`config.mk`:
```
export PLATFORM = sky130hd
export DESIGN_NAME = uart_bus_ctrl
export DESIGN_NICKNAME = d
export VERILOG_FILES = /design/src/rtl/uart_bus_ctrl_pkg.sv /design/src/rtl/uart_ctrl_fifo.sv /design/src/rtl/uart_bus_ctrl.sv
export SDC_FILE = /design/constraint.sdc
export NUM_CORES = 1
export LEC_CHECK = 0
export BUFFER_PORTS_ARGS = -buffer_cell sky130_fd_sc_hd__buf_2
export CAP_MARGIN = 20
export CELL_PAD_IN_SITES_DETAIL_PLACEMENT = 0
export CELL_PAD_IN_SITES_GLOBAL_PLACEMENT = 1
export CORE_MARGIN = 2
export CORE_UTILIZATION = 37
export CTS_BUF_LIST = sky130_fd_sc_hd__clkbuf_4
export DETAILED_ROUTE_END_ITERATION = 7
export PLACE_DENSITY_LB_ADDON = 0.1
export SETUP_SLACK_MARGIN = 0.15
export SLEW_MARGIN = 20
export SYNTH_ARGS = -nofsm -noshare
export SYNTH_HDL_FRONTEND = slang
export SYNTH_SLANG_ARGS = --single-unit
```
`constraint.sdc`:
```
create_clock -name clk -period 2 [get_ports clk]
set_input_delay 0.1 -clock clk [delete_from_list [all_inputs] [get_ports clk]]
set_output_delay 0.1 -clock clk [all_outputs]
set_load 0.02 [all_outputs]
```
`src/rtl/uart_bus_ctrl_pkg.sv`:
```
// Shared register map, STATUS/CTRL bit positions and TX sequencer state type
// for the UART bus controller.
package uart_bus_ctrl_pkg;

    localparam logic [3:0] ADDR_TXDATA = 4'h0;
    localparam logic [3:0] ADDR_RXDATA = 4'h4;
    localparam logic [3:0] ADDR_STATUS = 4'h8;
    localparam logic [3:0] ADDR_CTRL   = 4'hC;

    localparam int ST_FIFO_FULL  = 0;
    localparam int ST_FIFO_EMPTY = 1;
    localparam int ST_TX_ACTIVE  = 2;
    localparam int ST_RX_FULL    = 3;
    localparam int ST_RX_OVR     = 4;
    localparam int ST_PAR_ERR    = 5;
    localparam int ST_TX_DONE    = 6;
    localparam int ST_TX_OVF     = 7;
    localparam int ST_COUNT_LSB  = 8;

    localparam int CTRL_RX_IE = 0;
    localparam int CTRL_TX_IE = 1;

    typedef enum logic [1:0] {
        IDLE      = 2'd0,
        LAUNCH    = 2'd1,
        WAIT_BUSY = 2'd2,
        WAIT_DONE = 2'd3
    } txState_e;

endpackage

```
`src/rtl/uart_ctrl_fifo.sv`:
```
// TX byte FIFO with wrap-around pointers; a push into a full FIFO is accepted
// when a pop happens in the same cycle.
module uart_ctrl_fifo #(
    parameter int FIFO_DEPTH = 4,
    parameter int DATA_W     = 8,
    localparam int PTR_W     = $clog2(FIFO_DEPTH),
    localparam int CNT_W     = PTR_W + 1
) (
    input  logic              clk,
    input  logic              reset,
    input  logic              push,
    input  logic [DATA_W-1:0] pushData,
    input  logic              pop,
    output logic [DATA_W-1:0] head,
    output logic [CNT_W-1:0]  count,
    output logic              full,
    output logic              empty
);

    logic [DATA_W-1:0] mem [FIFO_DEPTH];
    logic [PTR_W-1:0]  rdPtr;
    logic [PTR_W-1:0]  wrPtr;
    logic              doPush;
    logic              doPop;

    assign full   = (count == CNT_W'(FIFO_DEPTH));
    assign empty  = (count == '0);
    assign doPop  = pop && !empty;
    assign doPush = push && (!full || doPop);
    assign head   = mem[rdPtr];

    // Storage is not reset; reset only empties the FIFO through the pointers.
    always_ff @(posedge clk) begin
        if (doPush) begin
            mem[wrPtr] <= pushData;
        end
    end

    always_ff @(posedge clk) begin
        if (!reset) begin
            rdPtr <= '0;
            wrPtr <= '0;
            count <= '0;
        end else begin
            if (doPush) begin
                wrPtr <= wrPtr + 1'b1;
            end
            if (doPop) begin
                rdPtr <= rdPtr + 1'b1;
            end
            case ({doPush, doPop})
                2'b10:   count <= count + 1'b1;
                2'b01:   count <= count - 1'b1;
                default: count <= count;
            endcase
        end
    end

endmodule

```
`src/rtl/uart_bus_ctrl.sv`:
```
// Memory-mapped UART controller: TX FIFO sequencing into the TX engine, RX
// holding register with overrun/parity status, control register and level irq.
//   state     | meaning
//   IDLE      | waiting for a queued byte and an idle TX engine
//   LAUNCH    | tx_start pulse with FIFO head, head popped
//   WAIT_BUSY | waiting for the engine to raise tx_busy (bounded by BUSY_TIMEOUT)
//   WAIT_DONE | engine shifting; back to IDLE when tx_busy drops
module uart_bus_ctrl
    import uart_bus_ctrl_pkg::*;
#(
    parameter int FIFO_DEPTH   = 4,
    parameter int BUSY_TIMEOUT = 4
) (
    input  logic        clk,
    input  logic        reset,
    input  logic [3:0]  mem_addr,
    input  logic        mem_we,
    input  logic        mem_re,
    input  logic [31:0] mem_wdata,
    output logic [31:0] mem_rdata,
    output logic        tx_start,
    output logic [7:0]  tx_data,
    input  logic        tx_busy,
    input  logic        rx_valid,
    input  logic [7:0]  rx_data,
    input  logic        rx_parity_err,
    output logic        irq
);

    localparam int CNT_W = $clog2(FIFO_DEPTH) + 1;
    localparam int TMR_W = $clog2(BUSY_TIMEOUT + 1);

    txState_e         txState;
    logic [TMR_W-1:0] busyTimer;
    logic [7:0]       fifoHead;
    logic [CNT_W-1:0] fifoCount;
    logic             fifoFull;
    logic             fifoEmpty;
    logic             fifoPop;

    logic       txDataWrite;
    logic       statusWrite;
    logic       ctrlWrite;
    logic       rxRead;
    logic [7:0] stClr;
    logic       txDoneSet;
    logic       txOvfSet;

    logic [7:0] rxByte;
    logic       rxFull;
    logic       rxOvr;
    logic       parErr;
    logic       txDone;
    logic       txOvf;
    logic       rxIe;
    logic       txIe;
    logic       txActive;
    logic [31:0] statusWord;
    logic       unusedWdata;

    assign txDataWrite = mem_we && (mem_addr == ADDR_TXDATA);
    assign statusWrite = mem_we && (mem_addr == ADDR_STATUS);
    assign ctrlWrite   = mem_we && (mem_addr == ADDR_CTRL);
    assign rxRead      = mem_re && (mem_addr == ADDR_RXDATA);
    assign stClr       = statusWrite ? mem_wdata[7:0] : 8'h00;
    assign unusedWdata = ^mem_wdata[31:8];

    assign fifoPop  = (txState == LAUNCH);
    assign txOvfSet = txDataWrite && fifoFull && !fifoPop;

    // A byte given up on after the busy timeout still completes the queue.
    assign txDoneSet = fifoEmpty && !tx_busy &&
                       ((txState == WAIT_DONE) ||
                        ((txState == WAIT_BUSY) && (busyTimer == '0)));

    uart_ctrl_fifo #(
        .FIFO_DEPTH (FIFO_DEPTH),
        .DATA_W     (8)
    ) uFifo (
        .clk      (clk),
        .reset    (reset),
        .push     (txDataWrite),
        .pushData (mem_wdata[7:0]),
        .pop      (fifoPop),
        .head     (fifoHead),
        .count    (fifoCount),
        .full     (fifoFull),
        .empty    (fifoEmpty)
    );

    always_ff @(posedge clk) begin
        if (!reset) begin
            txState   <= IDLE;
            busyTimer <= '0;
            tx_start  <= 1'b0;
            tx_data   <= 8'h00;
        end else begin
            tx_start <= 1'b0;
            case (txState)
                IDLE: begin
                    if (!fifoEmpty && !tx_busy) begin
                        txState  <= LAUNCH;
                        tx_start <= 1'b1;
                        tx_data  <= fifoHead;
                    end
                end
                LAUNCH: begin
                    txState   <= WAIT_BUSY;
                    busyTimer <= TMR_W'(BUSY_TIMEOUT - 1);
                end
                WAIT_BUSY: begin
                    if (tx_busy) begin
                        txState <= WAIT_DONE;
                    end else if (busyTimer == '0) begin
                        txState <= IDLE;
                    end else begin
                        busyTimer <= busyTimer - 1'b1;
                    end
                end
                WAIT_DONE: begin
                    if (!tx_busy) begin
                        txState <= IDLE;
                    end
                end
                default: txState <= IDLE;
            endcase
        end
    end

    // Event sets win over a same-cycle write-1-to-clear so no event is lost.
    always_ff @(posedge clk) begin
        if (!reset) begin
            rxByte <= 8'h00;
            rxFull <= 1'b0;
            rxOvr  <= 1'b0;
            parErr <= 1'b0;
            txDone <= 1'b0;
            txOvf  <= 1'b0;
            rxIe   <= 1'b0;
            txIe   <= 1'b0;
        end else begin
            if (rx_valid && (!rxFull || rxRead)) begin
                rxByte <= rx_data;
            end
            rxFull <= rx_valid || (rxFull && !rxRead);
            rxOvr  <= (rxOvr  && !stClr[ST_RX_OVR])  || (rx_valid && rxFull && !rxRead);
            parErr <= (parErr && !stClr[ST_PAR_ERR]) || (rx_valid && rx_parity_err);
            txDone <= (txDone && !stClr[ST_TX_DONE]) || txDoneSet;
            txOvf  <= (txOvf  && !stClr[ST_TX_OVF])  || txOvfSet;
            if (ctrlWrite) begin
                rxIe <= mem_wdata[CTRL_RX_IE];
                txIe <= mem_wdata[CTRL_TX_IE];
            end
        end
    end

    assign txActive = (txState != IDLE) || !fifoEmpty;
    assign irq      = (rxIe && (rxFull || rxOvr || parErr)) || (txIe && txDone);

    always_comb begin
        statusWord                           = '0;
        statusWord[ST_FIFO_FULL]             = fifoFull;
        statusWord[ST_FIFO_EMPTY]            = fifoEmpty;
        statusWord[ST_TX_ACTIVE]             = txActive;
        statusWord[ST_RX_FULL]               = rxFull;
        statusWord[ST_RX_OVR]                = rxOvr;
        statusWord[ST_PAR_ERR]               = parErr;
        statusWord[ST_TX_DONE]               = txDone;
        statusWord[ST_TX_OVF]                = txOvf;
        statusWord[ST_COUNT_LSB +: CNT_W]    = fifoCount;
    end

    always_comb begin
        mem_rdata = '0;
        if (mem_re) begin
            case (mem_addr)
                ADDR_RXDATA: mem_rdata = {24'h0, rxByte};
                ADDR_STATUS: mem_rdata = statusWord;
                ADDR_CTRL:   mem_rdata = {30'h0, txIe, rxIe};
                default:     mem_rdata = '0;
            endcase
        end
    end

endmodule
```
# After elaboration in Yosys (flattened, before gate mapping)
# Memory sizes are Yosys's and may differ from the RTL's. A register that Yosys moved wholly into a read port is not among the register bits.
# Index checks and enable logic that the tools add are counted.
dict set report totals {
  output_inout_bits 42
  inputBits 51
  n_memories 1
  mem_bits_rw 32
  ff_bits 28
}
# name words word_bits read_ports rd_ports_with_merged_regs wr line_no
set mem_list {}
lappend mem_list {uFifo.mem 4 8 1 1 1 uart_ctrl_fifo.sv:20} ;# logic [DATA_W-1:0] mem [FIFO_DEPTH];
dict set report classes {
  muxes 15
  n_eq_ne 14
  addsub 5
  reduce_logical 57
}
# operator n
set ops {}
lappend ops {{11-bit one-hot mux with 3 select lines} 1}
lappend ops {{1-bit logical AND} 23}
lappend ops {{1-bit logical OR} 12}
lappend ops {{3-bit one-hot mux with 2 select lines} 2}
lappend ops {{1-bit logical NOT} 11}
lappend ops {{11-bit two-way mux} 1}
lappend ops {{4-bit equality test, second input constant} 2}
lappend ops {{2-bit two-way mux} 4}
lappend ops {{8-bit two-way mux} 1}
lappend ops {{2-bit inequality test, second input constant} 4}
lappend ops {{2-bit one-hot mux with 4 select lines} 1}
lappend ops {{2-bit equality test, second input constant} 3}
lappend ops {{3-bit logical NOT} 2}
lappend ops {{3-bit two-way mux} 2}
lappend ops {{3-bit AND reduction} 2}
lappend ops {{2-bit nonzero test} 3}
lappend ops {{3-bit by 1-bit subtractor with 3-bit output, second input constant} 2}
lappend ops {{2-bit by 1-bit adder with 2-bit output, second input constant} 2}
lappend ops {{2-bit by 1-bit equality test with 1-bit output, second input constant} 2}
lappend ops {{4-bit by 3-bit equality test with 1-bit output, second input constant} 1}
lappend ops {{4-bit logical NOT} 1}
lappend ops {{2-bit AND reduction} 2}
lappend ops {{3-bit by 1-bit adder with 3-bit output, second input constant} 1}
lappend ops {{3-bit equality test, second input constant} 1}
lappend ops {{other kinds (3)} 5}

# Longest topological paths before layout
dict set report logic_depth {
  depth_word 7
  mapped_depth 9
  mapped_depth_nobuf 9
}

# Modules after synthesis
# From an unflattened synthesis, not the netlist that was laid out.
dict set report hier_totals {
  cells_unflattened 292
  area_unflattened_um2 3362.0
}
# mod n_inst cells_per_inst seq_area_each_um2 area_per_inst_um2
set modules_own_cells {}
lappend modules_own_cells {uart_ctrl_fifo 1 102 1141.1 1707.9}
lappend modules_own_cells {uart_bus_ctrl 1 190 580.6 1654.1}

# Least setup slack after synthesis
# Ideal clock, no wire load.
dict set report synth_timing {
  path_kind {register -> register}
  startpoint {reg uFifo.count[2]}
  endpoint {reg uFifo.count[2]}
  period_less_slack_ps 2233
  t_arrival_ps 2163
  slack_ps -233
  path_buffers 0
  required_ps 1929
  stages_incl_launch_ff 10
  path_cell_list {dfxtp_1 nor3b_1 a2111oi_4 inv_1 ha_1 inv_1 fa_1 xor2_1 or3_1 a21oi_1}
}
dict set report synth_via {
  elab_chain_cells 7
  elab_cells_between_ends 13
  cone_classes {2 x add/sub; 3 x eq/ne; 1 x mux; 7 x reduce/logical}
}
# item line_no
set synth_lines {}
lappend synth_lines {{from (decl)} uart_ctrl_fifo.sv:15} ;# output logic [CNT_W-1:0] count,
lappend synth_lines {{from (signal assigned)} uart_ctrl_fifo.sv:52} ;# 2'b10: count <= count + 1'b1;
lappend synth_lines {{from (signal assigned)} uart_ctrl_fifo.sv:53} ;# 2'b01: count <= count - 1'b1;
lappend synth_lines {{from (signal assigned)} uart_ctrl_fifo.sv:54} ;# default: count <= count;
lappend synth_lines {{3-bit logical NOT} uart_ctrl_fifo.sv:27} ;# assign empty = (count == '0);
lappend synth_lines {{1-bit logical NOT} uart_ctrl_fifo.sv:28} ;# assign doPop = pop && !empty;
lappend synth_lines {{1-bit logical AND} uart_ctrl_fifo.sv:28}
lappend synth_lines {{1-bit logical OR} uart_ctrl_fifo.sv:29} ;# assign doPush = push && (!full || doPop);
lappend synth_lines {{1-bit logical AND} uart_ctrl_fifo.sv:29}
lappend synth_lines {{2-bit by 1-bit equality test with 1-bit output or 2-bit equality test (tied branches)} uart_ctrl_fifo.sv:51} ;# case ({doPush, doPop})
lappend synth_lines {{3-bit one-hot mux with 2 select lines or 2-bit nonzero test (tied branches)} --}
# Parallel ways exist; a longest one is shown, timed or not.
# A chain may end at the register's enable or synchronous reset.

# Worst setup path after layout
dict set report layout_timing {
  startpoint {reg uFifo.count[1]}
  endpoint {reg uFifo.count[2]}
}
# Same word-level chain as after synthesis.

==> results by group <==
Worst setup path
  – Crit path max-delay family: simple AND/OR/NAND/NOR gates
  – R2r worst-path depth: 9
  – Critical path depth: 9
  – Worst EP required: 2.35 ns
  – R2R Path End: uFifo.count[2]
  – Crit path to: uFifo.count[2]
  – CP Max Fanout: 2
  – Slowest Stage Delay on Critical Path: 0.36 ns
  – R2r startpoint: uFifo.count[1]
  – Crit Path Class: flip-flop to flip-flop
  – R2R setup slack: between 0.01 and 0.015 ns
  – Critical Path AT: 2.33 ns
  – Worst setup EP type: flip-flop
  – Critical Path Source: uFifo.count[1]
  – Buf/Inv on CP: 2
  – Crit-path slowest cell: dfxtp_2
  – Cells along the critical path: nor3b_4 -> a2111oi_4 -> inv_1 -> ha_2 -> inv_2 -> fa_2 -> xor2_1 -> or3_1 -> a21oi_1
  – Startpoint types: flip-flop

Route
  – DRC viols: 0
  – Drt first pass iters: 4
  – Vias per inst: 4.71
  – Final wirelength: 6.56 mm
  – Final antenna-violating net count: 0
  – Vias: about 2.2k
  – Wirelength per Cell: 13.8 µm
  – Initial DRC count: 40

GRT
  – Largest net degree at the start of global routing: 38
  – All-Layer GR Usage: 15.2%
  – Total gr overflow: 0
  – Initial antenna violation count: 0
  – First-pass GRT wire length: between 10 and 15 mm
  – Vias in the first global route: around 2.1k

Synthesis
  – Syn. warnings: 0
  – Seq/Total Area, Yosys: ~53%
  – Synthesized area per cell: 11.5 µm²
  – Post-synthesis cell count: about 270
  – Synthesized cell area: between 3000 and 4000 µm²
  – Synth async-reset ratio: 0%
  – EDFF count, synth: 32
  – Synth Flop Type: dfxtp_1
  – Flops & latches, synth: 68
  – Synth cell types: 48

STA
  – Fmax: 0.503 GHz
  – Layout Skew: roughly 0.018 ns
  – Final period utilization: 99.3%
  – Count of final hold-check violations: 0
  – Sum Neg Setup Slack: 0 ns
  – Hold slack: 0.0501 ns
  – Slew margin rel.: approximately 55%
  – Final setup vio count: 0
  – Slew Limit Fails: 0
  – Worst slew pin tran: 0.668 ns
  – Tmin final: 1.99 ns
  – Unrepaired setup endpoints after global routing: true

Finish
  – Antenna cell count: 0
  – Layout cell share with drive strength beyond 1: 32.4%
  – Core Util, Final: 49.0%
  – Area growth, synth to finish: 28.0%
  – Fin area: 4030 µm²
  – Post-Layout Cell Count: 475
  – # nets final: 424

Clock network
  – Clock latency on the worst-skew pair: 0.41 ns
  – CTS max path bufs: 2
  – Clock buffer count from CTS: 9
  – Root Driver: clkbuf_4
  – H-tree lvl count: 3
  – Clock Pin Slew Worst Setup and Hold Paths: 0.13 ns
  – CTS tree: done
  – TritonCTS sink count: 68

Power
  – LEAKAGE: 0.00158 µW
  – PD cells: ~650 nW/µm²
  – Worst vdd ir: 0.329 mV

Run
  – Max-cap viol count: 0

Floorplan
  – Core Region: 8220 µm²
  – Starting Density: a little under two fifths
  – Chip height: 96.2 µm
  – Io pins: 93
  – Rows: 33
  – Die Width: roughly 96 µm
  – Die area: 9260 µm²

Place
  – Port Buf Inserts: 47
  – Final GP Congestion: 0.705
  – Area after DPL: 3650 µm²
  – HPWL Detailed: 4.69 mm
  – Dpl cells: 439

Hold path
  – Worst hold path type: primary input to flip-flop
  – Hold Path Depth: 3

Run status
  – Run status: finished clean
## cells by family (layout without fill, tap and decap cells)
| logic type | count (synthesis) | after routing | synth area share [%] |
|---|---|---|---|
| and+or+nand+nor | 86 | 86 | 14.1 |
| muxes | 20 | 20 | 9.58 |
| DFF | 68 | 68 | 53.4 |
| AOI/OAI and AO/OA | 47 | 47 | 11.3 |
| buffers and inverters | 41 | 118 | 7.52 |
| other | 1 | 21 | 0.119 |
| adders and majority gates | 8 | 8 | 3.42 |
| xor gates and xnor gates | 2 | 2 | 0.557 |
## through the flow
step / worst slack (ns) / total power, µW
4_1_cts: 0.00684 / 2660
6_report: 0.0138 / 2620
2_1_floorplan: -0.00847 / 1670
3_5_place_dp: -0.0583 / 1720
5_1_grt: -0.0607 / 2750
3_3_place_gp: -0.0375 / 1720
## final cells by class
cell class / instances / area (µm²)
fillers: 798 / 4190
flip-flops and latches: 68 / 1690
well taps: 105 / 131
clock inverters: 7 / 76.3
inverters: 10 / 37.5
clock buffers: 9 / 67.6
repair buffers: 92 / 683
multi-input cells: 184 / 1350
## cell usage after synthesis (all sizes together) (3+ instances only)
cell,count,area share (%)
a31oi,3,0.80
ha,7,2.8
edfxtp,32,31
or3,4,0.80
and3,3,0.60
nor3,6,1.1
mux2i,11,3.5
o2bb2ai,8,2.2
and2,5,0.99
clkbuf,7,0.84
a21oi,10,1.6
nand4,3,0.60
nand2,36,4.3
buf,24,5.5
o21ai,5,0.80
nor2,12,1.4
a22oi,6,1.4
dfxtp,36,23
nand2b,3,0.60
mux4,8,5.7
inv,10,1.2
nor4b,3,1.0
nor2b,3,0.60
## what timing repair did
action	CTS	global route
endpoints found under the setup margin	4	14
pin swaps	5	2
endpoints found under the hold margin	45	0
hold buffers	18	0
gates resized for setup	6	1
buffers inserted	2	0
## how the worst min path moves through the flow
stage / from / to
3_5_place_dp: mem_wdata[3] / uFifo.mem[2][3]
4_1_cts: rx_parity_err / parErr
5_1_grt: rx_parity_err / parErr
2_1_floorplan: mem_wdata[0] / uFifo.mem[0][0]
3_3_place_gp: mem_wdata[3] / uFifo.mem[2][3]
6_report: reset / tx_start
## power by group
group / total [µW] / switching [µW] / internal [µW]
combinational: 230 / 134 / 96.4
sequential: 1490 / 13.5 / 1470
clock: 902 / 515 / 387
total: 2620 / 663 / 1960
## metal layers
layer  track usage (%)  routed length, µm  vias to the layer above
li1                  -                  -                     1145
met1              20.2               3110                     1020
met2              24.1               3080                       64
met3              3.05                294                        7
met4              6.43                 71                        0
met5                 0                  0                        -
## state kept, by name (all words and copies together) (netlist names)
name         count
rxByte           8
tx_data          8
txOvf            1
uFifo.wrPtr      2
rxIe             1
txIe             1
busyTimer        3
parErr           1
txDone           1
rxOvr            1
uFifo.count      3
uFifo.mem       32
txState          2
tx_start         1
uFifo.rdPtr      2
rxFull           1
## worst register-to-register path, stage by stage (launching register included)
cell and delay [ns]:
dfxtp_2 0.36, nor3b_4 0.27, a2111oi_4 0.11, inv_1 0.07, ha_2 0.18, inv_2 0.04
fa_2 0.33, xor2_1 0.15, or3_1 0.30, a21oi_1 0.13
## placed cells by master (no fill, tap or decap), types with 3 or more instances in the layout
cell type	n
buf_2	46
nand2_1	36
edfxtp_1	32
dfxtp_1	31
buf_4	23
conb_1	21
dlygate4sd3_1	18
nor2_1	12
mux2i_1	11
a21oi_1	10
inv_1	9
clkbuf_4	9
mux4_2	8
o2bb2ai_1	8
a22oi_1	6
ha_1	6
and2_1	5
buf_12	5
dfxtp_2	5
or3_1	4
o21ai_0	4
nor3_1	4
and3_1	3
nand4_1	3
nor2b_1	3
No activity file was read; power rests on OpenSTA's default activity.
